`src/rtl/matrix_alu_pkg.sv`:
```
// Shared opcodes, FSM state type and result-width helper for the NxN matrix ALU.
package matrix_alu_pkg;

    localparam logic [2:0] OP_ADD   = 3'd0;
    localparam logic [2:0] OP_SUB   = 3'd1;
    localparam logic [2:0] OP_MUL   = 3'd2;
    localparam logic [2:0] OP_TRANS = 3'd3;
    localparam logic [2:0] OP_DET   = 3'd4;

    typedef enum logic [1:0] {
        IDLE = 2'd0,
        MAC  = 2'd1,
        DONE = 2'd2
    } state_t;

    // Signed result element width: product plus log2(N) sum growth plus sign.
    function automatic int unsigned rw_calc(input int unsigned w, input int unsigned n);
        return 2 * w + 32'($clog2(n)) + 1;
    endfunction

endpackage

```
`src/rtl/matrix_alu_nxn_if.sv`:
```
// Operand/result valid-ready bus between the operand source, the matrix ALU and the consumer.
interface matrix_alu_nxn_if #(
    parameter int unsigned W = 4,
    parameter int unsigned N = 2
);
    localparam int unsigned RW = matrix_alu_pkg::rw_calc(W, N);

    logic                in_valid;
    logic                in_ready;
    logic [2:0]          op;
    logic [N*N*W-1:0]    a;
    logic [N*N*W-1:0]    b;
    logic                out_valid;
    logic                out_ready;
    logic [N*N*RW-1:0]   c;
    logic                err;

    modport master (
        output in_valid, op, a, b, out_ready,
        input  in_ready, out_valid, c, err
    );

    modport slave (
        input  in_valid, op, a, b, out_ready,
        output in_ready, out_valid, c, err
    );

endinterface

```
`src/rtl/matrix_mac.sv`:
```
// Shared W x W unsigned multiplier feeding a signed RW-bit add/subtract accumulator.
module matrix_mac
    import matrix_alu_pkg::*;
#(
    parameter  int unsigned W  = 4,
    parameter  int unsigned N  = 2,
    localparam int unsigned RW = rw_calc(W, N)
) (
    input  logic          clk,
    input  logic          rst,
    input  logic          i_en,
    input  logic          i_clr,
    input  logic          i_sub,
    input  logic [W-1:0]  i_x,
    input  logic [W-1:0]  i_y,
    output logic [RW-1:0] o_sum_c
);
    localparam int unsigned PW = 2 * W;

    logic [RW-1:0] r_acc;
    logic [RW-1:0] w_base;
    logic [RW-1:0] w_prod_x;
    logic [PW-1:0] w_prod;

    // Clear folds into the current cycle so the first product needs no extra step.
    assign w_prod   = PW'(i_x) * PW'(i_y);
    assign w_prod_x = RW'(w_prod);
    assign w_base   = i_clr ? '0 : r_acc;
    assign o_sum_c  = i_sub ? (w_base - w_prod_x) : (w_base + w_prod_x);

    always_ff @(posedge clk) begin
        if (rst) begin
            r_acc <= '0;
        end else if (i_en) begin
            r_acc <= o_sum_c;
        end
    end

endmodule

```
`src/rtl/matrix_alu_nxn.sv`:
```
// Sequential NxN matrix engine: add/sub/transpose in one step, multiply/determinant via one shared MAC.
module matrix_alu_nxn
    import matrix_alu_pkg::*;
#(
    parameter int unsigned W = 4,
    parameter int unsigned N = 2
) (
    input  logic            clk,
    input  logic            rst,
    matrix_alu_nxn_if.slave bus
);
    localparam int unsigned RW     = rw_calc(W, N);
    localparam int unsigned NE     = N * N;
    localparam int unsigned CW     = $clog2(N);
    localparam bit          DET_OK = (N == 2);

    state_t            r_state;
    state_t            w_state_nxt;
    logic [NE*W-1:0]   r_a;
    logic [NE*W-1:0]   r_b;
    logic [2:0]        r_op;
    logic [CW-1:0]     r_i;
    logic [CW-1:0]     r_j;
    logic [CW-1:0]     r_k;
    logic [NE*RW-1:0]  r_c;
    logic [NE*RW-1:0]  w_c_imm;
    logic              r_err;
    logic              r_out_valid;
    logic              r_in_ready;
    logic              w_accept;
    logic              w_err_in;
    logic              w_direct;
    logic              w_en;
    logic              w_clr;
    logic              w_sub;
    logic              w_wr;
    logic              w_last;
    logic [W-1:0]      w_mx;
    logic [W-1:0]      w_my;
    logic [RW-1:0]     w_sum;
    int unsigned       w_wr_idx;

    function automatic logic [W-1:0] el(input logic [NE*W-1:0] m,
                                        input int unsigned row,
                                        input int unsigned col);
        return m[(NE - 1 - (row * N + col)) * W +: W];
    endfunction

    // Next-state logic; single-step ops and errors skip the MAC phase.
    always_comb begin
        w_state_nxt = r_state;
        w_accept    = bus.in_valid && r_in_ready;
        w_err_in    = (bus.op > OP_DET) || ((bus.op == OP_DET) && !DET_OK);
        w_direct    = w_err_in || (bus.op == OP_ADD) || (bus.op == OP_SUB) ||
                      (bus.op == OP_TRANS);
        case (r_state)
            IDLE:    if (w_accept) w_state_nxt = w_direct ? DONE : MAC;
            MAC:     if (w_last) w_state_nxt = DONE;
            DONE:    if (bus.out_ready) w_state_nxt = IDLE;
            default: w_state_nxt = IDLE;
        endcase
    end

    // Element-wise results computed straight from the bus on the accept cycle.
    always_comb begin
        w_c_imm = '0;
        if (!w_err_in) begin
            for (int unsigned i = 0; i < N; i++) begin
                for (int unsigned j = 0; j < N; j++) begin
                    case (bus.op)
                        OP_ADD:   w_c_imm[(NE-1-(i*N+j))*RW +: RW] =
                                      RW'(el(bus.a, i, j)) + RW'(el(bus.b, i, j));
                        OP_SUB:   w_c_imm[(NE-1-(i*N+j))*RW +: RW] =
                                      RW'(el(bus.a, i, j)) - RW'(el(bus.b, i, j));
                        OP_TRANS: w_c_imm[(NE-1-(i*N+j))*RW +: RW] =
                                      RW'(el(bus.a, j, i));
                        default:  ;
                    endcase
                end
            end
        end
    end

    // MAC operand steering: DET uses k as its two-step sequencer.
    always_comb begin
        w_en     = 1'b0;
        w_clr    = 1'b0;
        w_sub    = 1'b0;
        w_wr     = 1'b0;
        w_last   = 1'b0;
        w_mx     = '0;
        w_my     = '0;
        w_wr_idx = 32'(r_i) * N + 32'(r_j);
        if (r_state == MAC) begin
            w_en  = 1'b1;
            w_clr = (r_k == '0);
            if (r_op == OP_DET) begin
                w_sub  = (r_k != '0);
                w_mx   = (r_k == '0) ? el(r_a, 0, 0) : el(r_a, 0, 1);
                w_my   = (r_k == '0) ? el(r_a, 1, 1) : el(r_a, 1, 0);
                w_wr   = (r_k != '0);
                w_last = w_wr;
            end else begin
                w_mx   = el(r_a, 32'(r_i), 32'(r_k));
                w_my   = el(r_b, 32'(r_k), 32'(r_j));
                w_wr   = (r_k == CW'(N - 1));
                w_last = w_wr && (r_i == CW'(N - 1)) && (r_j == CW'(N - 1));
            end
        end
    end

    matrix_mac #(
        .W (W),
        .N (N)
    ) u_mac (
        .clk     (clk),
        .rst     (rst),
        .i_en    (w_en),
        .i_clr   (w_clr),
        .i_sub   (w_sub),
        .i_x     (w_mx),
        .i_y     (w_my),
        .o_sum_c (w_sum)
    );

    always_ff @(posedge clk) begin
        if (rst) begin
            r_state <= IDLE;
        end else begin
            r_state <= w_state_nxt;
        end
    end

    // Operand capture, counters, result register and registered handshake outputs.
    always_ff @(posedge clk) begin
        if (rst) begin
            r_a         <= '0;
            r_b         <= '0;
            r_op        <= '0;
            r_c         <= '0;
            r_err       <= 1'b0;
            r_i         <= '0;
            r_j         <= '0;
            r_k         <= '0;
            r_out_valid <= 1'b0;
            r_in_ready  <= 1'b0;
        end else begin
            r_out_valid <= (w_state_nxt == DONE);
            r_in_ready  <= (w_state_nxt == IDLE);
            if (w_accept) begin
                r_a   <= bus.a;
                r_b   <= bus.b;
                r_op  <= bus.op;
                r_c   <= w_c_imm;
                r_err <= w_err_in;
                r_i   <= '0;
                r_j   <= '0;
                r_k   <= '0;
            end else if (r_state == MAC) begin
                if (w_wr) begin
                    r_c[(NE - 1 - w_wr_idx) * RW +: RW] <= w_sum;
                end
                if (r_k == CW'(N - 1)) begin
                    r_k <= '0;
                    if (r_j == CW'(N - 1)) begin
                        r_j <= '0;
                        r_i <= r_i + 1'b1;
                    end else begin
                        r_j <= r_j + 1'b1;
                    end
                end else begin
                    r_k <= r_k + 1'b1;
                end
            end
        end
    end

    assign bus.in_ready  = r_in_ready;
    assign bus.out_valid = r_out_valid;
    assign bus.c         = r_c;
    assign bus.err       = r_err;

endmodule

```
`src/flat_wrapper.sv`:
```
// flat-port wrapper written by rule: the top's interface ports become plain ports
module matrix_alu_nxn_flat import matrix_alu_pkg::*;
#(
    parameter int unsigned W = 4,
    parameter int unsigned N = 2
)
  (clk, rst, bus_in_valid, bus_op, bus_a, bus_b, bus_out_ready, bus_in_ready, bus_out_valid, bus_c, bus_err);
  matrix_alu_nxn_if #(.W(W), .N(N)) bus_i ();
  input  logic clk;
  input  logic rst;
  input wire logic [$bits(bus_i.in_valid)-1:0] bus_in_valid;
  input wire logic [$bits(bus_i.op)-1:0] bus_op;
  input wire logic [$bits(bus_i.a)-1:0] bus_a;
  input wire logic [$bits(bus_i.b)-1:0] bus_b;
  input wire logic [$bits(bus_i.out_ready)-1:0] bus_out_ready;
  output wire logic [$bits(bus_i.in_ready)-1:0] bus_in_ready;
  output wire logic [$bits(bus_i.out_valid)-1:0] bus_out_valid;
  output wire logic [$bits(bus_i.c)-1:0] bus_c;
  output wire logic [$bits(bus_i.err)-1:0] bus_err;
  assign bus_i.in_valid = bus_in_valid;
  assign bus_i.op = bus_op;
  assign bus_i.a = bus_a;
  assign bus_i.b = bus_b;
  assign bus_i.out_ready = bus_out_ready;
  assign bus_in_ready = bus_i.in_ready;
  assign bus_out_valid = bus_i.out_valid;
  assign bus_c = bus_i.c;
  assign bus_err = bus_i.err;
  matrix_alu_nxn #(.W(W), .N(N)) u_core (.clk(clk), .rst(rst), .bus(bus_i));
endmodule
```
`config.mk`:
```
export PLATFORM = sky130hd
export DESIGN_NAME = matrix_alu_nxn_flat
export DESIGN_NICKNAME = d
export VERILOG_FILES = /design/src/rtl/matrix_alu_pkg.sv /design/src/rtl/matrix_alu_nxn_if.sv /design/src/rtl/matrix_mac.sv /design/src/rtl/matrix_alu_nxn.sv /design/src/flat_wrapper.sv
export SDC_FILE = /design/constraint.sdc
export NUM_CORES = 1
export LEC_CHECK = 0
export ABC_AREA = 1
export ABC_CLOCK_PERIOD_IN_PS = 17900
export CORE_ASPECT_RATIO = 0.6
export CORE_MARGIN = 5
export CORE_UTILIZATION = 25
export DETAILED_ROUTE_END_ITERATION = 10
export PLACE_DENSITY = 0.47
export SLEW_MARGIN = 20
export SYNTH_ARGS = -nofsm -noshare
export SYNTH_HDL_FRONTEND = slang
export SYNTH_SLANG_ARGS = --single-unit
```
`constraint.sdc`:
```
create_clock -name clk -period 17.9 [get_ports clk]
set_input_delay 2.685 -clock clk [delete_from_list [all_inputs] [get_ports clk]]
set_output_delay 2.685 -clock clk [all_outputs]
set_load 0.005 [all_outputs]
```
==> summary.txt, run 1 <==
Routing
  – Routed via count: between 7k and 8k
  – Final ANT Viol Nets: 0
  – WL per Instance: ~18 um
  – DR iter-0 viols: slightly above 700
  – Drt total wl: 27500 um
  – Via/cell ratio: 4.92
  – First-pass iteration count of the detailed router: 5
  – # DRC: 0

Setup path
  – WS Path Type: reg2reg
  – Crit Path Max Fanout: 24
  – Worst path required time: about 18000 ps
  – Cell count of the worst reg-to-reg path: 29
  – Worst Path Arrival: 7360 ps
  – Critical Path Sink Type: register
  – Crit-path max cell delay: around 560 ps
  – Slowest stage cell on the critical path: xor2_1
  – Most used cell, CP: nand2_1
  – Worst Setup Start Kind: register

Finish
  – Layout cells sized above 1: 5.35%
  – Fill count: 3053
  – Multi-input logic area: roughly 4600 um2
  – Area delta synth->final: 20.6%
  – Nets: roughly 1.2k
  – Sequential Area: 1860 um2
  – Ant diodes: 0

STA
  – Setup-failing EPs final: 0
  – Period Utilization, post-route: approximately two fifths
  – Max-slew headroom: 33.5%
  – Setup Skew: ~8 ps
  – RSZ-0062 raised after global routing: false
  – Min Tclk post-route: slightly above 7000 ps
  – Fin. max-slew vios: 0
  – Total Neg Setup Slack: 0 ps
  – Slew @ Worst Pin: approximately 990 ps
  – Post-route setup slack: about 11000 ps
  – Max Freq: between 100 and 150 MHz
  – Hold Fails Final Rpt: 0

Synthesis
  – Flops & latches, synth: 93
  – Netlist cell types: 50
  – EDFF count, synth: 0
  – Seq/Total Area, Yosys: 26.1%
  – Fraction of registers with async set/reset: 0%
  – Main synth FF type: dfxtp_1
  – Mapped cell area: slightly above 7000 um2
  – Ys Warns: 0
  – Cells after Synth: around 1.1k
  – Syn nets: 1173
  – Mapped Avg Cell Area: roughly 6.7 um2
  – Synth top area cells: dfxtp_1 26%, ha_1 11%, nand2_1 9.9%
  – Top cell type's share of synthesized area: 26.1%
  – Cell taking the most area after synthesis: dfxtp_1

Clock tree
  – Hold-fix buffers, CTS: 0
  – # resized after CTS: 0
  – Root Buffer Master: clkbuf_16
  – H-tree depth: 3
  – Postcts setup bufs: 0
  – Num CTS Buffers: 9
  – Clk Latency, worst-skew pair: approximately 360 ps
  – CTS tree: done
  – Clk buf depth: 2
  – Sink Count: just over 90
  – Clock transition at path regs: approximately 70 ps

Die
  – IO Count: roughly 80
  – Total Die Area: 32100 um2
  – Die H: between 100 and 150 um
  – Row cnt: 47
  – Initial Util: about a quarter
  – Core region area: approximately 28000 um2
  – Die Wd: 228 um

Placed design
  – Input/output buffers: between 80 and 90
  – GPL Wtd Cong: just over 0.9
  – Place WS: around 11000 ps
  – Placed wire-length estimate: roughly 22000 um

Worst hold path
  – HP Class: reg2reg
  – WHS Path Cells: 2

Global routing
  – First-pass GRT wire length: 41900 um
  – Overflow after GRT: 0
  – Vias in the first global route: around 6.8k
  – All-Layer GR Usage: between 10% and 20%
  – Initial antenna violation count: 0
  – Pin count of the biggest net entering global routing: 88

Pwr
  – Pwr per Cell Area: slightly below 70 nW/um2
  – Pleak: between 0.003 and 0.004 uW
  – Peak supply drop: 0.0367 mV

Run status
  – Outcome: completed

Run
  – Maxcap violations: 0
==> cells by family after synthesis <==
kind of cell | synth area share, %
fa+ha+maj | 14.5
xor+xnor | 1.60
compound gates | 22.6
buf+inv | 9.36
flops | 26.1
simple gates | 25.7
==> cell usage after synthesis (3+ instances only) <==
cell,count
fa_1,13
inv_2,5
ha_1,62
clkbuf_1,29
nor3_1,10
o21ai_0,117
a221oi_1,5
o21bai_1,5
inv_1,124
nand3_1,59
nor2_1,120
o32a_1,3
o21a_1,3
a21oi_1,105
o22ai_1,12
xor2_1,8
buf_2,4
a31oi_1,5
nand2_1,187
o21ai_2,3
a21oi_2,3
nand2_2,3
nand4_1,11
dfxtp_1,93
o211ai_1,4
xnor2_1,5
clkinv_1,3
a21o_1,3
or2_2,11
buf_1,5
a22oi_1,4
nand3_2,5
o221ai_1,7
==> cells in the final DEF (no fill, tap or decap), types with 6 or more instances in the layout <==
cell / count
nand2_1: 187
a21oi_1: 105
clkbuf_16: 9
nor3_1: 10
o221ai_1: 7
clkdlybuf4s50_1: 81
o21ai_0: 117
inv_1: 123
nand3_1: 59
nand4_1: 11
or2_2: 11
inv_2: 6
ha_1: 62
xor2_1: 8
dfxtp_1: 93
o22ai_1: 12
fa_1: 13
nor2_1: 120
==> area by class of cell <==
| type | instances | area share [%] |
|---|---|---|
| Timing Repair Buffer | 86 | 9.88 |
| Tap cell | 367 | 5.35 |
| Clock inverter | 5 | 0.962 |
| Clock buffer | 11 | 2.71 |
| Sequential cell | 93 | 21.7 |
| Multi-Input combinational cell | 793 | 53.5 |
| Inverter | 134 | 5.92 |
==> metrics by stage <==
stage	area [um2]	instances	utilization [%]	total power, uW	hold slack [ps]
floorplan	7120	1059	-	310	444
global placement	8270	1473	29.7	372	468
detailed placement	8270	1473	29.7	371	482
CTS	8590	1489	30.9	587	496
global route	8590	1489	30.9	611	514
finish	8590	1489	30.9	582	490
==> path summary, 6_finish.rpt <==
kind | start | endpoint | slack (ps)
max | u_core.r_state[0] | u_core.bus.c[10] | 10830
min | u_core.r_op[1] | u_core.r_op[1] | 490
max reg2reg | u_core.r_state[0] | u_core.bus.c[10] | 10830
min reg2reg | u_core.r_op[1] | u_core.r_op[1] | 490
==> layer usage <==
layer	GRT usage [%]	routed length (um)	up-vias
li1	-	-	3645
met1	26.9	14700	3380
met2	21.8	10200	283
met5	0	0	-
met3	4.58	2400	13
met4	2.67	200	0
==> power by group <==
part           internal (uW)  total, uW  switching, uW
Clock                    123        213           89.7
Sequential               222        233           10.8
Combinational           53.5        136           82.9
Total                    399        582            183
==> critical path: cells and delay by family (launching register included) <==
family | cells | cell delay, ps
buf+inv | 5 | 400
fa+ha+maj | 4 | 1870
xor+xnor | 3 | 890
simple gates | 12 | 2350
flops | 1 | 380
compound gates | 5 | 1110
==> registers in the layout (all words and copies together) (netlist names) <==
signal / flops
u_core.u_mac.r_acc: 10
u_core.bus.err: 1
u_core.r_b: 16
u_core.bus.in_ready: 1
u_core.bus.c: 40
u_core.r_a: 16
u_core.r_state: 2
u_core.r_j: 1
u_core.bus.out_valid: 1
u_core.r_op: 3
u_core.r_i: 1
u_core.r_k: 1
Note: power is estimated with default switching activity, not from simulation.
==> run 2: changes to the inputs <==
--- a/config.mk
+++ b/config.mk
@@ -6,12 +6,12 @@
 export NUM_CORES = 1
 export LEC_CHECK = 0
 export ABC_AREA = 1
-export ABC_CLOCK_PERIOD_IN_PS = 17900
+export ABC_CLOCK_PERIOD_IN_PS = 6500
 export CORE_ASPECT_RATIO = 0.6
 export CORE_MARGIN = 5
 export CORE_UTILIZATION = 25
 export DETAILED_ROUTE_END_ITERATION = 10
-export PLACE_DENSITY = 0.47
+export PLACE_DENSITY = 0.48
 export SLEW_MARGIN = 20
 export SYNTH_ARGS = -nofsm -noshare
 export SYNTH_HDL_FRONTEND = slang
==> constraint.sdc (replaced) <==
create_clock -name clk -period 6.5 [get_ports clk]
set_input_delay 0.975 -clock clk [delete_from_list [all_inputs] [get_ports clk]]
set_output_delay 0.975 -clock clk [all_outputs]
set_load 0.005 [all_outputs]
==> summary.txt, run 2 (synthesis gave the netlist of run 1 again) <==
Run status
  – Outcome: completed

Die
  – Row cnt: 47 (unchanged)
  – IO Count: 82 (unchanged)
  – Total Die Area: 32100 um2 (unchanged)
  – Die H: 141 um (unchanged)
  – Die Wd: 228 um (unchanged)
  – Initial Util: 25.6% (unchanged)
  – Core region area: 27800 um2 (unchanged)

Setup path
  – Critical Path Sink Type: register
  – Reg-to-Reg End: u_core.bus.c[10]
  – Worst Setup Start Kind: register
  – CP bufs+invs: 5 (unchanged)
  – Reg2reg setup slack: 510 ps (-10320 ps)
  – Cell count of the worst reg-to-reg path: 29 (unchanged)
  – Most used cell, CP: nand2_1
  – Crit Path Max Fanout: 12 (-50%)
  – Launch point of the worst reg-to-reg path: u_core.r_k
  – WS Path Type: reg2reg
  – Top Family by Delay on Critical Path: adder cells
  – Crit-path max cell delay: 540 ps (-20 ps)
  – Worst path required time: 6810 ps (-11380 ps)
  – Worst Path Arrival: 6300 ps (-1060 ps)
  – Slowest stage cell on the critical path: fa_1

Routing
  – DR iter-0 viols: 682 (-4.2%)
  – Via/cell ratio: 4.94 (+0.46%)
  – Drt total wl: 27700 um (+0.88%)
  – WL per Instance: 18.5 um (+0.34%)
  – First-pass iteration count of the detailed router: 5 (unchanged)
  – Final ANT Viol Nets: 0 (unchanged)
  – # DRC: 0 (unchanged)
  – Routed via count: 7394 (+1.0%)

Pwr
  – NetSw: 523 uW (+180%)
  – Combinational share of power: 24.6% (+1.2 points)
  – Peak supply drop: 0.103 mV (+180%)
  – Sequential share of power: 41.3% (+1.3 points)
  – Sw frac: 33.7% (+2.2 points)
  – Clock share of power: 34.1% (-2.5 points)
  – Pleak: 0.00385 uW (+0.45%)
  – Total power: 1550 uW (+170%)
  – Pwr per Cell Area: 179 nW/um2 (+160%)
  – P_int: 1030 uW (+160%)

STA
  – Hold Fails Final Rpt: 0 (unchanged)
  – Setup Skew: 14.4 ps (+6.65 ps)
  – Min Tclk post-route: 5990 ps (-1080 ps)
  – Fin. max-slew vios: 0 (unchanged)
  – Slew @ Worst Pin: 1090 ps (+102 ps)
  – Period Utilization, post-route: 92.2% (+53 points)
  – Post-route setup slack: 506 ps (-10320 ps)
  – Max Freq: 167 MHz (+18%)
  – Max-slew headroom: 26.6% (-6.9 points)
  – Setup-failing EPs final: 0 (unchanged)
  – Hold slack: 480 ps (-10.3 ps)

Worst hold path
  – HP Class: reg2reg
  – Hold Path End: u_core.r_op[1]
  – Hold path start: u_core.r_op[1]
  – WHS Path Cells: 2 (unchanged)

Placed design
  – Placed Instance Area: 8330 um2 (+0.73%)
  – Placed wire-length estimate: 22100 um (+1.0%)
  – Input/output buffers: 81 (unchanged)
  – Place WS: 225 ps (-10740 ps)
  – GPL Wtd Cong: 0.929 (+1.2%)
  – # placed instances: 1481 (+0.54%)

Finish
  – Area delta synth->final: 21.3%
  – Commonest non-fill, non-tap cell in the layout: nand2_1
  – Commonest cells after routing, fill and taps aside: 187 x nand2_1, 122 x inv_1, 118 x nor2_1
  – Nets: 1239 (+0.65%)
  – Max reg flops: 40 (unchanged)
  – Final instance area: 8640 um2 (+0.61%)
  – Layout cells sized above 1: 6.73% (+1.4 points)
  – Ant diodes: 0 (unchanged)
  – Non-filler cells, final: 1497 (+0.54%)

Global routing
  – First-pass GRT wire length: 42700 um (+1.8%)
  – Pin count of the biggest net entering global routing: 88 (unchanged)
  – Overflow after GRT: 0 (unchanged)
  – All-Layer GR Usage: 17.1% (+0.41 points)
  – Vias in the first global route: 6847 (+0.62%)
  – Initial antenna violation count: 0 (unchanged)

Clock tree
  – CTS tree: done
  – Clock transition at path regs: 70 ps (about the same)
  – Num CTS Buffers: 9 (unchanged)
  – Postcts setup bufs: 0 (unchanged)
  – Clk Latency, worst-skew pair: 380 ps (+20 ps)
  – Sink Count: 93 (unchanged)
  – Root Buffer Master: clkbuf_16
  – Hold-fix buffers, CTS: 0 (unchanged)
  – H-tree depth: 3 (unchanged)
  – Clk buf depth: 2 (unchanged)

Run
  – Maxcap violations: 0 (unchanged)
## run 2: final cells by class
| cell class | count | area, um2 |
|---|---|---|
| sequential | 93 | 1860 |
| clock buffer | 10 | 229 |
| multi-input combinational | 793 | 4620 |
| inverter | 134 | 508 |
| tap | 367 | 459 |
| fill | 3081 | 19200 |
| clock inverter | 6 | 47.5 |
| timing repair buffer | 94 | 908 |
## run 2: per-layer routing
layer	GRT usage (%)	vias to the layer above	wire length, um
li1	-	3669	-
met1	28.0	3449	15200
met2	22.0	257	10100
met3	4.14	19	2040
met4	3.44	0	313
met5	0	-	0
## run 2: worst max path at each step
stage / startpoint / end / slack [ps] / cells past startpoint
finish: u_core.r_k / u_core.bus.c[10] / 510 / 29
global route: u_core.r_k / u_core.bus.c[26] / -4 / 29
CTS: u_core.r_i / u_core.bus.c[10] / 190 / 29
detailed placement: u_core.r_i / u_core.bus.c[10] / 230 / 29
global placement: u_core.r_i / u_core.bus.c[10] / 350 / 29
floorplan: u_core.r_j / u_core.bus.c[10] / 770 / 31
## run 2: tightest hold or removal path, delay by kind of cell, from the launching register on
kind | cells | cell delay, ps
buffers and inverters | 1 | 60
AO/OA/AOI/OAI | 1 | 60
flip-flops | 1 | 310
## run 2: timing repair
action	4_1_cts	5_1_grt
endpoints found under the setup margin	0	41
gates resized for setup	0	8
endpoints found under the hold margin	0	0
## run 2: power groups by stage
stage          registers (uW)  logic [uW]  clock network (uW)
3_3_place_gp              653         375                   0
4_1_cts                   640         377                 538
6_report                  640         381                 527
5_1_grt                   644         425                 562
3_5_place_dp              653         374                   0
2_1_floorplan             642         210                   0
## run 2: metrics by stage
step                      setup TNS (ps)  util, %
after CTS                              0     30.9
after detailed placement               0     30.0
after floorplan                        0        -
final                                  0     31.1
after global routing               -3.54     31.1
after global placement                 0     30.0
==> run 3: changes to the inputs <==
--- a/config.mk
+++ b/config.mk
@@ -8,7 +8,7 @@
 export ABC_AREA = 1
 export ABC_CLOCK_PERIOD_IN_PS = 6500
 export CORE_ASPECT_RATIO = 0.6
-export CORE_MARGIN = 5
+export CORE_MARGIN = 10
 export CORE_UTILIZATION = 25
 export DETAILED_ROUTE_END_ITERATION = 10
 export PLACE_DENSITY = 0.48
==> summary.txt, run 3 (synthesis gave the netlist of run 1 again) <==
Setup path
  – Critical Path Sink Type: register
  – Slowest stage cell on the critical path: fa_1
  – Reg2reg setup slack: 430 ps (-80 ps)
  – Worst Path Arrival: 6330 ps (+30 ps)
  – Launch point of the worst reg-to-reg path: u_core.r_state[0]
  – Crit-path max cell delay: 530 ps (about the same)
  – Crit Path Max Fanout: 9 (-3)
  – Cell count of the worst reg-to-reg path: 32 (+10%)
  – Worst path required time: 6750 ps (-60 ps)
  – Most used cell, CP: nand2_1
  – WS Path Type: reg2reg
  – Worst Setup Start Kind: register
  – Reg-to-Reg End: u_core.bus.c[18]
  – Worst setup path endpoint: u_core.bus.c[18]
  – Crit path launch: u_core.r_state[0]

Worst hold path
  – HP Class: reg2reg

Routing
  – First-pass iteration count of the detailed router: 5 (unchanged)
  – # DRC: 0 (unchanged)
  – Routed via count: 7459 (+0.88%)
  – WL per Instance: 18.7 um (+1.3%)
  – Drt total wl: 28000 um (+1.2%)
  – Final ANT Viol Nets: 0 (unchanged)
  – DR iter-0 viols: 652 (-4.4%)
  – Via/cell ratio: 4.99 (+0.95%)

STA
  – Setup-failing EPs final: 0 (unchanged)
  – Fin. max-slew vios: 0 (unchanged)
  – Total Neg Setup Slack: 0 ps (unchanged)
  – Max-slew headroom: 43.1% (+16 points)
  – Max Freq: 165 MHz (-1.3%)
  – Min Tclk post-route: 6070 ps (+79.7 ps)
  – Post-route setup slack: 426 ps (-79.7 ps)
  – Period Utilization, post-route: 93.4% (+1.2 points)
  – RSZ-0062 raised after global routing: false
  – Hold Fails Final Rpt: 0 (unchanged)
  – Setup Skew: 8.72 ps (-5.70 ps)
  – Slew @ Worst Pin: 854 ps (-238 ps)

Global routing
  – Vias in the first global route: 6945 (+1.4%)
  – Initial antenna violation count: 0 (unchanged)
  – Overflow after GRT: 0 (unchanged)
  – Pin count of the biggest net entering global routing: 88 (unchanged)
  – All-Layer GR Usage: 15.7% (-1.4 points)
  – First-pass GRT wire length: 43000 um (+0.73%)

Placed design
  – Place WS: 188 ps (-37.4 ps)
  – GPL Wtd Cong: 0.987 (+6.3%)
  – Input/output buffers: 81 (unchanged)
  – Placed wire-length estimate: 22600 um (+2.4%)
  – # placed instances: 1480 (-0.068%)
  – Placed Instance Area: 8320 um2 (about the same)

Die
  – IO Count: 82 (unchanged)
  – Initial Util: 25.6% (unchanged)
  – Total Die Area: 35900 um2 (+12%)
  – Die H: 151 um (+7.1%)
  – Core region area: 27800 um2 (unchanged)
  – Die Wd: 238 um (+4.4%)
  – Row cnt: 47 (unchanged)

Finish
  – Layout cells sized above 1: 6.55% (-0.17 points)
  – Fill count: 3045 (-1.2%)
  – Final instance area: 8670 um2 (+0.36%)
  – Fin util: 31.2% (+0.11 points)
  – Nets: 1239 (unchanged)
  – Ant diodes: 0 (unchanged)
  – Area delta synth->final: 21.7%
  – Commonest non-fill, non-tap cell in the layout: nand2_1
  – Commonest cells after routing, fill and taps aside: 187 x nand2_1, 123 x inv_1, 119 x nor2_1
  – Non-filler cells, final: 1496 (-0.067%)
  – Max reg flops: 40 (unchanged)

Run
  – Maxcap violations: 0 (unchanged)

Clock tree
  – Num CTS Buffers: 9 (unchanged)
  – Sink Count: 93 (unchanged)
  – Clk Latency, worst-skew pair: 370 ps (about the same)
  – Clk buf depth: 2 (unchanged)
  – H-tree depth: 3 (unchanged)
  – Hold-fix buffers, CTS: 0 (unchanged)
  – Clock transition at path regs: 70 ps (about the same)
  – Root Buffer Master: clkbuf_16
  – CTS tree: done

Run status
  – Outcome: completed

Pwr
  – Pwr per Cell Area: 186 nW/um2 (+3.7%)
  – Peak supply drop: 0.101 mV (-1.6%)
  – Pleak: 0.00387 uW (+0.58%)
==> run 3: changes by cell type in the layout (fill, tap and decap cells not counted), sizes merged <==
cell	previous run	this run
clkinvlp	3	1
bufinv	0	2
inv	133	132
==> run 3: through the flow <==
| stage | hold WS (ps) | power (uW) |
|---|---|---|
| 6_report | 483 | 1610 |
| 5_1_grt | 511 | 1700 |
| 4_1_cts | 479 | 1630 |
| 3_5_place_dp | 471 | 1030 |
| 3_3_place_gp | 455 | 1030 |
| 2_1_floorplan | 444 | 852 |
==> run 3: where the power goes <==
part	leakage, uW	internal [uW]	switching [uW]	total (uW)
Sequential	0.000764	611	30.0	641
Combinational	0.00296	153	231	384
Clock	0.000149	337	250	587
==> run 3: per-layer routing <==
layer / routed length (um) / track usage [%] / vias up
li1: - / - / 3666
met1: 14800 / 23.9 / 3489
met2: 10600 / 20.6 / 285
met3: 2370 / 4.75 / 19
met4: 318 / 3.35 / 0
met5: 0 / 0 / -
==> run 3: worst min path at each step <==
stage / startpoint / to / slack [ps] / depth (start not counted)
floorplan: u_core.r_op[1] / u_core.r_op[1] / 440 / 2
global placement: u_core.r_op[1] / u_core.r_op[1] / 450 / 2
detailed placement: u_core.r_op[1] / u_core.r_op[1] / 470 / 2
CTS: u_core.r_op[1] / u_core.r_op[1] / 480 / 2
global route: u_core.r_op[1] / u_core.r_op[1] / 510 / 2
finish: u_core.r_op[1] / u_core.r_op[1] / 480 / 2
==> run 3: cell type report <==
class,count,area [um2],share of cell area (%)
clock buffers,10,229,2.64
repair buffers,94,908,10.5
flip-flops and latches,93,1860,21.5
well taps,367,459,5.30
multi-input cells,793,4610,53.2
clock inverters,5,85.1,0.981
inverters,134,510,5.89
==> run 3: worst max-delay path: cells and delay by family (launching register included) <==
family                     cells  cell delay [ps]
AOI/OAI and AO/OA              6              790
xor gates and xnor gates       3              430
adders and majority gates      4             1830
buffers and inverters          7              680
DFF                            1              360
and+or+nand+nor               12             1840
==> run 3: timing repair <==
item                       CTS  global route
buffers inserted             0             1
hold endpoints to repair     0             0
gates resized for setup      0             5
setup endpoints to repair    0            40
